==> config.mk <==
export PLATFORM = sky130hd
export DESIGN_NAME = regfile_wb_queue_flat
export DESIGN_NICKNAME = d
export VERILOG_FILES = /design/src/rtl/regfile_wb_queue_if.sv /design/src/rtl/regfile_wb_queue.sv /design/src/flat_wrapper.sv
export SDC_FILE = /design/constraint.sdc
export NUM_CORES = 1
export LEC_CHECK = 0
export CAP_MARGIN = 20
export CORE_MARGIN = 5
export CORE_UTILIZATION = 35
export CTS_CLUSTER_DIAMETER = 50
export CTS_CLUSTER_SIZE = 8
export DETAILED_ROUTE_END_ITERATION = 10
export GPL_TIMING_DRIVEN = 1
export REMOVE_ABC_BUFFERS = 1
export SYNTH_ARGS = -nofsm -noshare
export SYNTH_HDL_FRONTEND = slang
export SYNTH_SLANG_ARGS = --single-unit
==> constraint.sdc <==
create_clock -name i_clk -period 5.4 [get_ports i_clk]
set_input_delay 1.08 -clock i_clk [delete_from_list [all_inputs] [get_ports i_clk]]
set_output_delay 1.08 -clock i_clk [all_outputs]
set_load 0.03 [all_outputs]
==> src/rtl/regfile_wb_queue_if.sv <==
// Bundle of producer requests, register-file write port, status and bypass lookup
// signals for the write-back queue.
interface regfile_wb_queue_if;
  logic        alu_valid;
  logic [4:0]  alu_rd;
  logic [31:0] alu_data;
  logic        ld_valid;
  logic [4:0]  ld_rd;
  logic [31:0] ld_data;
  logic        stall;
  logic        overflow;
  logic        WE_reg;
  logic [4:0]  RD;
  logic [31:0] WR;
  logic [4:0]  RS1;
  logic [4:0]  RS2;
  logic        fwd1_hit;
  logic        fwd2_hit;
  logic [31:0] fwd1_data;
  logic [31:0] fwd2_data;

  modport master (
    output alu_valid, alu_rd, alu_data, ld_valid, ld_rd, ld_data, RS1, RS2,
    input  stall, overflow, WE_reg, RD, WR, fwd1_hit, fwd2_hit, fwd1_data, fwd2_data
  );

  modport slave (
    input  alu_valid, alu_rd, alu_data, ld_valid, ld_rd, ld_data, RS1, RS2,
    output stall, overflow, WE_reg, RD, WR, fwd1_hit, fwd2_hit, fwd1_data, fwd2_data
  );
endinterface

==> src/rtl/regfile_wb_queue.sv <==
// In-order write-back FIFO merging ALU and load results, draining one register
// write per cycle, with a combinational bypass lookup over pending writes.
module regfile_wb_queue #(
  parameter int DEPTH = 4
) (
  input  logic               i_clk,
  input  logic               i_rst,
  regfile_wb_queue_if.slave  io_bus
);
  localparam int AW = (DEPTH > 1) ? $clog2(DEPTH) : 1;
  localparam int CW = AW + 1;
  localparam logic [CW-1:0] L_DEPTH = CW'(DEPTH);

  logic [4:0]    r_q_rd   [DEPTH];
  logic [31:0]   r_q_data [DEPTH];
  logic [AW-1:0] r_head;
  logic [AW-1:0] r_tail;
  logic [CW-1:0] r_count;
  logic          r_we;
  logic [4:0]    r_rd;
  logic [31:0]   r_wr;
  logic          r_stall;
  logic          r_ovf;

  logic          w_pop;
  logic          w_ld_req;
  logic          w_alu_req;
  logic          w_ld_acc;
  logic          w_alu_acc;
  logic          w_drop;
  logic [CW-1:0] w_free;
  logic [CW-1:0] w_count_nxt;
  logic [AW-1:0] w_alu_slot;
  logic          w_fwd1_hit;
  logic          w_fwd2_hit;
  logic [31:0]   w_fwd1_data;
  logic [31:0]   w_fwd2_data;

  // Later (newer) matches overwrite earlier ones, so the newest pending write wins;
  // the output register is only the fallback.
  function automatic logic [32:0] f_lookup(input logic [4:0] rs);
    logic          hit;
    logic [31:0]   data;
    logic [AW-1:0] idx;
    logic          match;
    hit  = r_we && (r_rd == rs);
    data = hit ? r_wr : 32'd0;
    for (int k = 0; k < DEPTH; k++) begin
      idx   = r_head + AW'(k);
      match = (CW'(k) < r_count) && (r_q_rd[idx] == rs);
      hit   = hit | match;
      data  = match ? r_q_data[idx] : data;
    end
    return (rs == 5'd0) ? 33'd0 : {hit, data};
  endfunction

  // Admission: the load takes the first free slot, the ALU only gets a second one.
  always_comb begin
    w_pop       = (r_count != {CW{1'b0}});
    w_ld_req    = io_bus.ld_valid && (io_bus.ld_rd != 5'd0);
    w_alu_req   = io_bus.alu_valid && (io_bus.alu_rd != 5'd0);
    w_free      = L_DEPTH - r_count + CW'(w_pop);
    w_ld_acc    = w_ld_req && (w_free != {CW{1'b0}});
    w_alu_acc   = w_alu_req && (w_free > CW'(w_ld_acc));
    w_drop      = (w_ld_req && !w_ld_acc) || (w_alu_req && !w_alu_acc);
    w_count_nxt = r_count - CW'(w_pop) + CW'(w_ld_acc) + CW'(w_alu_acc);
    w_alu_slot  = r_tail + AW'(w_ld_acc);
  end

  // Bypass lookup for both decode read ports.
  always_comb begin
    {w_fwd1_hit, w_fwd1_data} = f_lookup(io_bus.RS1);
    {w_fwd2_hit, w_fwd2_data} = f_lookup(io_bus.RS2);
  end

  // Entry storage; contents need no reset since occupancy gates every use.
  always_ff @(posedge i_clk) begin
    if (!i_rst && w_ld_acc) begin
      r_q_rd[r_tail]   <= io_bus.ld_rd;
      r_q_data[r_tail] <= io_bus.ld_data;
    end
    if (!i_rst && w_alu_acc) begin
      r_q_rd[w_alu_slot]   <= io_bus.alu_rd;
      r_q_data[w_alu_slot] <= io_bus.alu_data;
    end
  end

  // Pointers, occupancy, write port and status flags.
  always_ff @(posedge i_clk) begin
    if (i_rst) begin
      r_head  <= {AW{1'b0}};
      r_tail  <= {AW{1'b0}};
      r_count <= {CW{1'b0}};
      r_we    <= 1'b0;
      r_rd    <= 5'd0;
      r_wr    <= 32'd0;
      r_stall <= 1'b0;
      r_ovf   <= 1'b0;
    end else begin
      if (w_pop) begin
        r_we   <= 1'b1;
        r_rd   <= r_q_rd[r_head];
        r_wr   <= r_q_data[r_head];
        r_head <= r_head + AW'(1);
      end else begin
        r_we   <= 1'b0;
      end
      r_tail  <= r_tail + AW'(w_ld_acc) + AW'(w_alu_acc);
      r_count <= w_count_nxt;
      r_stall <= (w_count_nxt > (L_DEPTH - CW'(2)));
      r_ovf   <= r_ovf | w_drop;
    end
  end

  assign io_bus.WE_reg    = r_we;
  assign io_bus.RD        = r_rd;
  assign io_bus.WR        = r_wr;
  assign io_bus.stall     = r_stall;
  assign io_bus.overflow  = r_ovf;
  assign io_bus.fwd1_hit  = w_fwd1_hit;
  assign io_bus.fwd2_hit  = w_fwd2_hit;
  assign io_bus.fwd1_data = w_fwd1_data;
  assign io_bus.fwd2_data = w_fwd2_data;
endmodule

==> src/flat_wrapper.sv <==
// flat-port wrapper written by rule: the top's interface ports become plain ports
module regfile_wb_queue_flat 
#(
  parameter int DEPTH = 4
)
  (i_clk, i_rst, io_bus_alu_valid, io_bus_alu_rd, io_bus_alu_data, io_bus_ld_valid, io_bus_ld_rd, io_bus_ld_data, io_bus_RS1, io_bus_RS2, io_bus_stall, io_bus_overflow, io_bus_WE_reg, io_bus_RD, io_bus_WR, io_bus_fwd1_hit, io_bus_fwd2_hit, io_bus_fwd1_data, io_bus_fwd2_data);
  regfile_wb_queue_if io_bus_i ();
  input  logic i_clk;
  input  logic i_rst;
  input wire logic [$bits(io_bus_i.alu_valid)-1:0] io_bus_alu_valid;
  input wire logic [$bits(io_bus_i.alu_rd)-1:0] io_bus_alu_rd;
  input wire logic [$bits(io_bus_i.alu_data)-1:0] io_bus_alu_data;
  input wire logic [$bits(io_bus_i.ld_valid)-1:0] io_bus_ld_valid;
  input wire logic [$bits(io_bus_i.ld_rd)-1:0] io_bus_ld_rd;
  input wire logic [$bits(io_bus_i.ld_data)-1:0] io_bus_ld_data;
  input wire logic [$bits(io_bus_i.RS1)-1:0] io_bus_RS1;
  input wire logic [$bits(io_bus_i.RS2)-1:0] io_bus_RS2;
  output wire logic [$bits(io_bus_i.stall)-1:0] io_bus_stall;
  output wire logic [$bits(io_bus_i.overflow)-1:0] io_bus_overflow;
  output wire logic [$bits(io_bus_i.WE_reg)-1:0] io_bus_WE_reg;
  output wire logic [$bits(io_bus_i.RD)-1:0] io_bus_RD;
  output wire logic [$bits(io_bus_i.WR)-1:0] io_bus_WR;
  output wire logic [$bits(io_bus_i.fwd1_hit)-1:0] io_bus_fwd1_hit;
  output wire logic [$bits(io_bus_i.fwd2_hit)-1:0] io_bus_fwd2_hit;
  output wire logic [$bits(io_bus_i.fwd1_data)-1:0] io_bus_fwd1_data;
  output wire logic [$bits(io_bus_i.fwd2_data)-1:0] io_bus_fwd2_data;
  assign io_bus_i.alu_valid = io_bus_alu_valid;
  assign io_bus_i.alu_rd = io_bus_alu_rd;
  assign io_bus_i.alu_data = io_bus_alu_data;
  assign io_bus_i.ld_valid = io_bus_ld_valid;
  assign io_bus_i.ld_rd = io_bus_ld_rd;
  assign io_bus_i.ld_data = io_bus_ld_data;
  assign io_bus_i.RS1 = io_bus_RS1;
  assign io_bus_i.RS2 = io_bus_RS2;
  assign io_bus_stall = io_bus_i.stall;
  assign io_bus_overflow = io_bus_i.overflow;
  assign io_bus_WE_reg = io_bus_i.WE_reg;
  assign io_bus_RD = io_bus_i.RD;
  assign io_bus_WR = io_bus_i.WR;
  assign io_bus_fwd1_hit = io_bus_i.fwd1_hit;
  assign io_bus_fwd2_hit = io_bus_i.fwd2_hit;
  assign io_bus_fwd1_data = io_bus_i.fwd1_data;
  assign io_bus_fwd2_data = io_bus_i.fwd2_data;
  regfile_wb_queue #(.DEPTH(DEPTH)) u_core (.i_clk(i_clk), .i_rst(i_rst), .io_bus(io_bus_i));
endmodule
Yosys cells after proc, flatten, opt, wreduce, memory -nomap -nowiden
Memories as Yosys holds them, arrays and structs flattened. A register that Yosys moved wholly into a read port is not among the register bits.
Cells that the tools add are included.
Operators by class
  reductions and logical operators: 28
  order comparisons: 6
  eq/ne operators: 10
  $mul: 0
  shift-type cells: 0
  divide/modulo/power cells: 0
  multiplexer cells: 21
  add/sub/neg operators: 10
  bitwise logic cells: 9
Operators by type and width (number)
  two-way mux 32 bit: 10
  two-way mux 33 bit: 2
  equality test 5 bit: 10
  logical AND 1 bit: 18
  logical NOT 5 bit: 2
  nonzero test 5 bit: 2
  adder 3 x 1 -> 3 bit: 3
  bitwise OR 1 bit: 9
  two-way mux 2 bit: 4
  less-than comparator 1 x 3 -> 1 bit, first input constant: 2
  less-than comparator 2 x 3 -> 1 bit, first input constant: 2
  nonzero test 3 bit: 2
  two-way mux 1 bit: 5
  adder 2 x 1 -> 2 bit: 2
  adder 2 bit, second input constant: 2
  greater-than comparator 3 x 1 -> 1 bit: 1
  greater-than comparator 3 x 2 -> 1 bit, second input constant: 1
  logical NOT 1 bit: 3
  subtractor 3 x 1 -> 3 bit: 1
  subtractor 3 bit, first input constant: 1
  adder 2 x 1 -> 2 bit, second input constant: 1
  logical OR 1 bit: 1
Word-level totals
  flip-flop bits (word level): 47
  word-level logic and storage cells: 94
  input port bits: 88
  memories kept: 2
  bits in read-only memories: 0
  output and inout bits: 106
  memory bits (writable): 148
  latch bits: 0
Memory list
  u_core.r_q_data: depth 4, bits a word 32, read ports 4, clocked after Yosys merged registers in 1, wr ports 2, line regfile_wb_queue.sv:15  | logic [31:0] r_q_data [DEPTH];
  u_core.r_q_rd: depth 4, bits a word 5, read ports 4, clocked after Yosys merged registers in 1, wr ports 2, line regfile_wb_queue.sv:14  | logic [4:0] r_q_rd [DEPTH];

Longest topological paths before layout
Gate-level depths: netlist of run 1.
  depth after elaboration: 10
  depth in mapped cells: 17
  gate-level depth less buffers: 16

Least setup slack after synthesis of run 1
No wires, ideal clock.
  kind: input to register
  from: input i_rst
  to: memory u_core.r_q_data[0][0], enable pin
  slack: -480 ps
  required time: 4866 ps
  data arrival time: 5345 ps
  library setup time: 534 ps
  stages: 3
  buffers on the path: 2
  cell sequence: clkbuf_1 -> clkbuf_1 -> o41ai_1
RTL lines
  start, declared: line flat_wrapper.sv:9  | input logic i_rst;
  end, declared: line regfile_wb_queue.sv:15

==> flow_summary_export.csv, run 1 <==
group,metric,value,unit
outcome,status,"finished, final reports clean",
pwr,power.total,10.1,mW
synth,synth_seq_area_share,34.3,%
die,initial_core_util,35.6,%
route,wl,56.8,mm
placement,port_buffers,193,
placement,gp_congestion,0.867,
synth,syn_area,15800,sq um
worst_setup_path,worstSetupPathType,"register to primary output",
route,firstDrtPassIters,5,
clocking,insertion_delay,0.44,ns
global_routing,grt_pass1_wl,85.8,mm
die,die_w,223,um
worst_setup_path,crit_chain,"mux4_2 -> xor2_1 -> nor4_4 -> buf_4 -> a21oi_1 -> o311ai_0 -> a31oi_1 -> buf_12",
route,route.detailed.drc,0,
synth,synthFlopType,"edfxtp_1",
timing,final_hold_viol_count,0,
synth,synthCells,1401,
synth,synth_seq_cells,197,
worst_setup_path,cp_slowest_stage_delay,0.80,ns
synth,synth.avg_cell_area,11.3,sq um
clocking,cts.hold.buffers_added,0,
timing,rsz0062_at_grt,"no",
clocking,postCtsResizedCells,0,
flow_run,cap_violations,0,
timing,fin_crit,5.13,ns
clocking,cts_made_buffers,17,
route,vias,13600,
timing,setup_slack,0.275,ns
route,vias_per_cell,6.32,
clocking,clkTransAtPathRegs,0.07,ns
global_routing,grt_pass1_vias,13400,
worst_setup_path,cp.arrival,4.05,ns
timing,setup_viol,0,
die,core,44400,sq um
pwr,power.density,510,nW/um^2
worst_setup_path,required,4.32,ns
placement,dp_slack,0.115,ns
worst_setup_path,cp_max_fo,20,
global_routing,antenna_found_initial,3,
die,num_rows,77,
route,detail_route.iter0.violations,1469,
synth,ys_warn_count,0,
synth,synth_cell_types,60,
clocking,cts_tree,"built",
clocking,cts_sinks,197,
synth,synth_edf_count,148,
clocking,cts_setup_buffers,0,
pwr,leakage,6.69,nW
final_layout,regMostFlops,"u_core.r_q_data",
worst_setup_path,start_kind,"register",
final_layout,largest_register_ff_count,128,
final_layout,n_fill_cell,4051,
route,postRouteAntennaNets,0,
global_routing,gr-total-overflow,0,
timing,worst_pin_slew,1.03,ns
hold_path,hold_class,"register to register",
die,dieArea,49500,sq um
placement,dp_hpwl,39.2,mm
timing,fin_skew,0.0104,ns
timing,slew_headroom,31.5,%
die,die_h,223,um
final_layout,nets,1649,
synth,async_flop_share,0,%
clocking,htree_levels,4,
final_layout,areaGrowthSynthToFinish,25.3,%
worst_setup_path,cp-end-kind,"primary output",
timing,min_period_over_period,94.9,%
global_routing,grt_max_degree,86,
worst_setup_path,crit_slowest_cell,"dfxtp_2",
pwr,ir_drop,243,uV
clocking,cts_buffer_depth,2,
timing,drv_slew,0,
final_layout,final_layout_size_suffix_gt1_share,33.2,%
timing,max_freq,195,MHz
clocking,clock-root-buffer,"clkbuf_16",
global_routing,grt_usage,22.3,%
route,wl_per_cell,26.3,um
die,boundaryPins,194,
cell usage in the layout (no fill, tap or decap), types with 9 or more instances in the layout:
cell / netlist / layout
a221oi_1: 38 / 38
xnor2_1: 30 / 30
or3_1: 9 / 9
nor2_1: 60 / 59
buf_4: 4 / 93
o21ai_0: 33 / 32
a21oi_1: 58 / 57
o221ai_1: 14 / 14
buf_12: 0 / 67
mux2_2: 186 / 186
inv_1: 29 / 29
o2111ai_1: 9 / 9
nand3_1: 26 / 24
dfxtp_1: 49 / 45
edfxtp_1: 148 / 148
mux2i_1: 52 / 52
o211ai_1: 14 / 14
and3_1: 23 / 23
clkbuf_16: 0 / 18
xor2_1: 22 / 22
a211oi_1: 22 / 22
nand4_1: 25 / 25
mux4_2: 124 / 124
a31oi_1: 13 / 13
a21boi_0: 11 / 11
clkdlybuf4s50_1: 0 / 126
nand2_1: 125 / 123
o32ai_1: 39 / 39
cell type report:
cell class	count	area (sq um)	area share, %
sequential	197	5440	27.4
timing repair buffer	287	3310	16.7
tap	592	741	3.74
antenna	1	2.50	0.0126
multi-input combinational	1021	9660	48.8
clock inverter	8	67.6	0.341
clock buffer	24	483	2.44
inverter	29	109	0.550
synthesized netlist by cell type (9+ instances only):
library cell	n	area share, %
o221ai_1	14	0.78
o2111ai_1	9	0.50
buf_1	10	0.24
a221oi_1	38	2.1
a31oi_1	13	0.51
o32ai_1	39	2.2
inv_1	29	0.69
xor2_1	22	1.2
mux4_2	124	18
o211ai_1	14	0.66
clkbuf_1	84	2.0
xnor2_1	30	1.7
a21oi_1	58	1.8
nand3_1	26	0.82
mux2i_1	52	3.3
a211oi_1	22	1.0
buf_2	51	1.6
a21boi_0	11	0.52
or3_1	9	0.36
o21ai_0	33	1.0
edfxtp_1	148	28
dfxtp_1	49	6.2
nand4_1	25	0.99
nand2_1	125	3.0
mux2_2	186	13
nor2_1	60	1.4
and3_1	23	0.91
logic make-up after synthesis:
logic type | after synthesis | synth area share, %
xor gates and xnor gates | 52 | 2.88
other | 1 | 0.0237
and+or+nand+nor | 309 | 9.43
adders and majority gates | 8 | 0.728
muxes | 368 | 34.6
AOI/OAI and AO/OA | 283 | 12.9
DFF | 197 | 34.3
buffers and inverters | 183 | 5.08
report_power, final:
group,switching [mW],total (mW),internal [mW]
logic,3.42,6.23,2.81
registers,0.531,2.63,2.10
clock network,0.597,1.24,0.638
path summary, 6_finish.rpt:
path | cells after the start | start | endpoint | slack (ns)
setup reg to reg | 13 | u_core.r_count[1]$_SDFF_PP0_ | u_core.r_q_data[0][23]$_DFFE_PP_ | 1.63
hold / removal | 2 | u_core.io_bus.WR[24]$_SDFFE_PP0P_ | u_core.io_bus.WR[24]$_SDFFE_PP0P_ | 0.49
setup / recovery | 8 | register | io_bus_fwd2_data[3] | 0.27
hold reg to reg | 2 | u_core.io_bus.WR[24]$_SDFFE_PP0P_ | u_core.io_bus.WR[24]$_SDFFE_PP0P_ | 0.49
metal layers:
metal / track usage (%) / wire, um / vias to the layer above
li1: - / - / 5885
met1: 30.3 / 23200 / 6884
met2: 35.6 / 26800 / 766
met3: 4.58 / 5170 / 107
met4: 7.79 / 1670 / 4
met5: 0 / 27 / -
critical path, delay by kind of cell, from the launching register on:
| kind | cells | cell delay [ns] |
|---|---|---|
| and+or+nand+nor | 1 | 0.53 |
| buffers and inverters | 2 | 0.55 |
| DFF | 1 | 0.80 |
| AOI/OAI and AO/OA | 3 | 0.84 |
| muxes | 1 | 0.66 |
| xor gates and xnor gates | 1 | 0.19 |
through the flow:
stage / setup TNS [ns] / hold slack [ns] / std cells / utilization (%) / area [sq um]
5_1_grt: 0 / 0.508 / 2158 / 44.6 / 19800
3_5_place_dp: 0 / 0.480 / 2126 / 43.3 / 19300
2_1_floorplan: -306.74 / 0.595 / 1247 / - / 15100
6_report: 0 / 0.491 / 2159 / 44.6 / 19800
3_3_place_gp: 0 / 0.470 / 2126 / 43.3 / 19300
4_1_cts: 0 / 0.490 / 2158 / 44.6 / 19800
No activity file was read; power rests on OpenSTA's default activity.
==> run 2, diff against run 1 <==
--- a/config.mk
+++ b/config.mk
@@ -11,6 +11,7 @@
 export CTS_CLUSTER_DIAMETER = 50
 export CTS_CLUSTER_SIZE = 8
 export DETAILED_ROUTE_END_ITERATION = 10
+export GPL_ROUTABILITY_DRIVEN = 0
 export GPL_TIMING_DRIVEN = 1
 export REMOVE_ABC_BUFFERS = 1
 export SYNTH_ARGS = -nofsm -noshare
==> results of run 2 <==
Final layout, timing and power as in run 1 (identical DEF).
==> run 3, diff against run 2 <==
--- a/config.mk
+++ b/config.mk
@@ -9,11 +9,10 @@
 export CORE_MARGIN = 5
 export CORE_UTILIZATION = 35
 export CTS_CLUSTER_DIAMETER = 50
-export CTS_CLUSTER_SIZE = 8
+export CTS_CLUSTER_SIZE = 28
 export DETAILED_ROUTE_END_ITERATION = 10
 export GPL_ROUTABILITY_DRIVEN = 0
 export GPL_TIMING_DRIVEN = 1
-export REMOVE_ABC_BUFFERS = 1
 export SYNTH_ARGS = -nofsm -noshare
 export SYNTH_HDL_FRONTEND = slang
 export SYNTH_SLANG_ARGS = --single-unit
==> flow_summary_export.csv, run 3 (synthesized netlist as in run 1, its figures left out) <==
group,metric,value,unit
clocking,cts_sinks,197,
clocking,clkTransAtPathRegs,0.08,ns
timing,slew_headroom,46.1,%
outcome,status,"finished, final reports clean",
worst_setup_path,crit_top_cell,"buf_4",
timing,setup_viol,0,
global_routing,grt_use_met2,35.6,%
final_layout,instances_no_fill,2151,
route,firstDrtPassIters,6,
route,wl_per_cell,27.1,um
timing,fin_crit,5.24,ns
clocking,postCtsResizedCells,0,
route,route.detailed.drc,0,
final_layout,diodes,0,
worst_setup_path,cp-end-kind,"primary output",
die,core,44400,sq um
die,die_h,223,um
final_layout,final_layout_size_suffix_gt1_share,33.2,%
global_routing,antenna_found_initial,3,
worst_setup_path,crit_slowest_cell,"clkdlybuf4s50_1",
global_routing,gr-total-overflow,0,
final_layout,largest_register_ff_count,128,
worst_setup_path,cp_slowest_stage_delay,0.58,ns
clocking,cts_tree,"built",
worst_setup_path,cp_max_fo,8,
global_routing,grt_pass1_wl,87.7,mm
clocking,cts_buffer_depth,2,
timing,fin_skew,0.0207,ns
placement,port_buffers,193,
final_layout,mostFrequentLayoutCells,"mux2_2 (186), edfxtp_1 (148), clkdlybuf4s50_1 (126)",
die,num_rows,77,
final_layout,regMostFlops,"u_core.r_q_data",
timing,max_freq,191,MHz
worst_setup_path,crit_chain,"clkdlybuf4s50_1 -> xor2_1 -> nor4_1 -> and3_1 -> o21a_1 -> buf_4 -> a221oi_1 -> o32ai_1 -> buf_4 -> buf_12",
timing,final_hold_viol_count,0,
timing,worst_pin_slew,0.809,ns
final_layout,n_fill_cell,4020,
timing,holdWs,0.501,ns
worst_setup_path,start_kind,"input port",
pwr,power.density,516,nW/um^2
timing,min_period_over_period,97.0,%
global_routing,grt_util_met1,31.2,%
placement,dp_hpwl,40.8,mm
route,wl,58.4,mm
route,vias,13600,
pwr,ir_drop,482,uV
global_routing,grt.busiest_layer,"met2",
route,postRouteAntennaNets,0,
global_routing,use_met3,5.79,%
timing,drv_slew,0,
clocking,cts_made_buffers,17,
global_routing,grt_pass1_vias,13500,
clocking,htree_levels,4,
pwr,leakage,6.67,nW
timing,tns,0,ns
global_routing,grt_usage,22.8,%
clocking,cts_setup_buffers,0,
die,boundaryPins,194,
placement,dp.cells,2119,
final_layout,final_common_cell,"mux2_2",
die,die_w,223,um
clocking,clock-root-buffer,"clkbuf_16",
worst_setup_path,cp.arrival,4.16,ns
route,vias_per_cell,6.32,
timing,rsz0062_at_grt,"no",
final_layout,areaGrowthSynthToFinish,25.3,%
worst_setup_path,required,4.32,ns
die,dieArea,49500,sq um
flow_run,cap_violations,0,
final_layout,nets,1642,
hold_path,hold_class,"register to register",
clocking,insertion_delay,0.46,ns
worst_setup_path,worstSetupPathType,"input port to primary output",
clocking,cts.hold.buffers_added,0,
die,initial_core_util,35.6,%
route,detail_route.iter0.violations,1701,
synth,synth_nets,1497,
global_routing,grt_max_degree,109,
[run 3: cell types whose count changed in the layout (fill, tap and decap cells not counted), sizes merged]
cell	change
buf	-7
clkbuf	-5
clkinv	-3
clkinvlp	+4
diode	-1
inv	+4
[run 3: worst max-delay path: cells and delay by family]
| family | cells | cell delay (ns) |
|---|---|---|
| and+or+nand+nor | 2 | 0.70 |
| buffers and inverters | 4 | 1.13 |
| AOI/OAI and AO/OA | 3 | 1.03 |
| xor gates and xnor gates | 1 | 0.22 |
[run 3: through the flow]
stage          util [%]  setup slack (ns)  power (mW)  area, sq um
6_report           44.6             0.160        10.2        19800
5_1_grt            44.6             0.107        10.7        19800
4_1_cts            44.6             0.196        10.2        19800
3_5_place_dp       43.3             0.199        8.88        19200
3_3_place_gp       43.3             0.209        8.80        19200
2_1_floorplan         -            0.0223        6.45        15800
[run 3: path summary, 6_finish.rpt]
| path | cells past startpoint | start | slack [ns] | end |
|---|---|---|---|---|
| setup / recovery | 10 | io_bus_RS1[4] | 0.16 | io_bus_fwd1_data[4] |
| hold / removal | 2 | u_core.io_bus.WR[14]$_SDFFE_PP0P_ | 0.50 | u_core.io_bus.WR[14]$_SDFFE_PP0P_ |
| setup reg to reg | 13 | u_core.r_count[1]$_SDFF_PP0_ | 1.64 | u_core.r_q_data[2][27]$_DFFE_PP_ |
| hold reg to reg | 2 | u_core.io_bus.WR[14]$_SDFFE_PP0P_ | 0.50 | u_core.io_bus.WR[14]$_SDFFE_PP0P_ |
[run 3: metal layers]
metal	part of all wire, %	routed length [um]
met5	0.043	25
met4	3.2	1860
met3	10	5920
met2	46	26800
met1	41	23800
[run 3: layout make-up]
type                            count  area, sq um  share of cell area [%]
Multi-Input combinational cell   1021         9670                    48.8
Sequential cell                   197         5440                    27.4
Timing Repair Buffer              280         3290                    16.6
Tap cell                          592          741                    3.74
Clock buffer                       19          454                    2.29
Clock inverter                     13          111                   0.562
Inverter                           29          109                   0.549
[run 3: where the power goes]
part / switching, mW / internal [mW]
combinational: 3.57 / 2.79
clock: 0.649 / 0.632
sequential: 0.470 / 2.10
total: 4.69 / 5.52
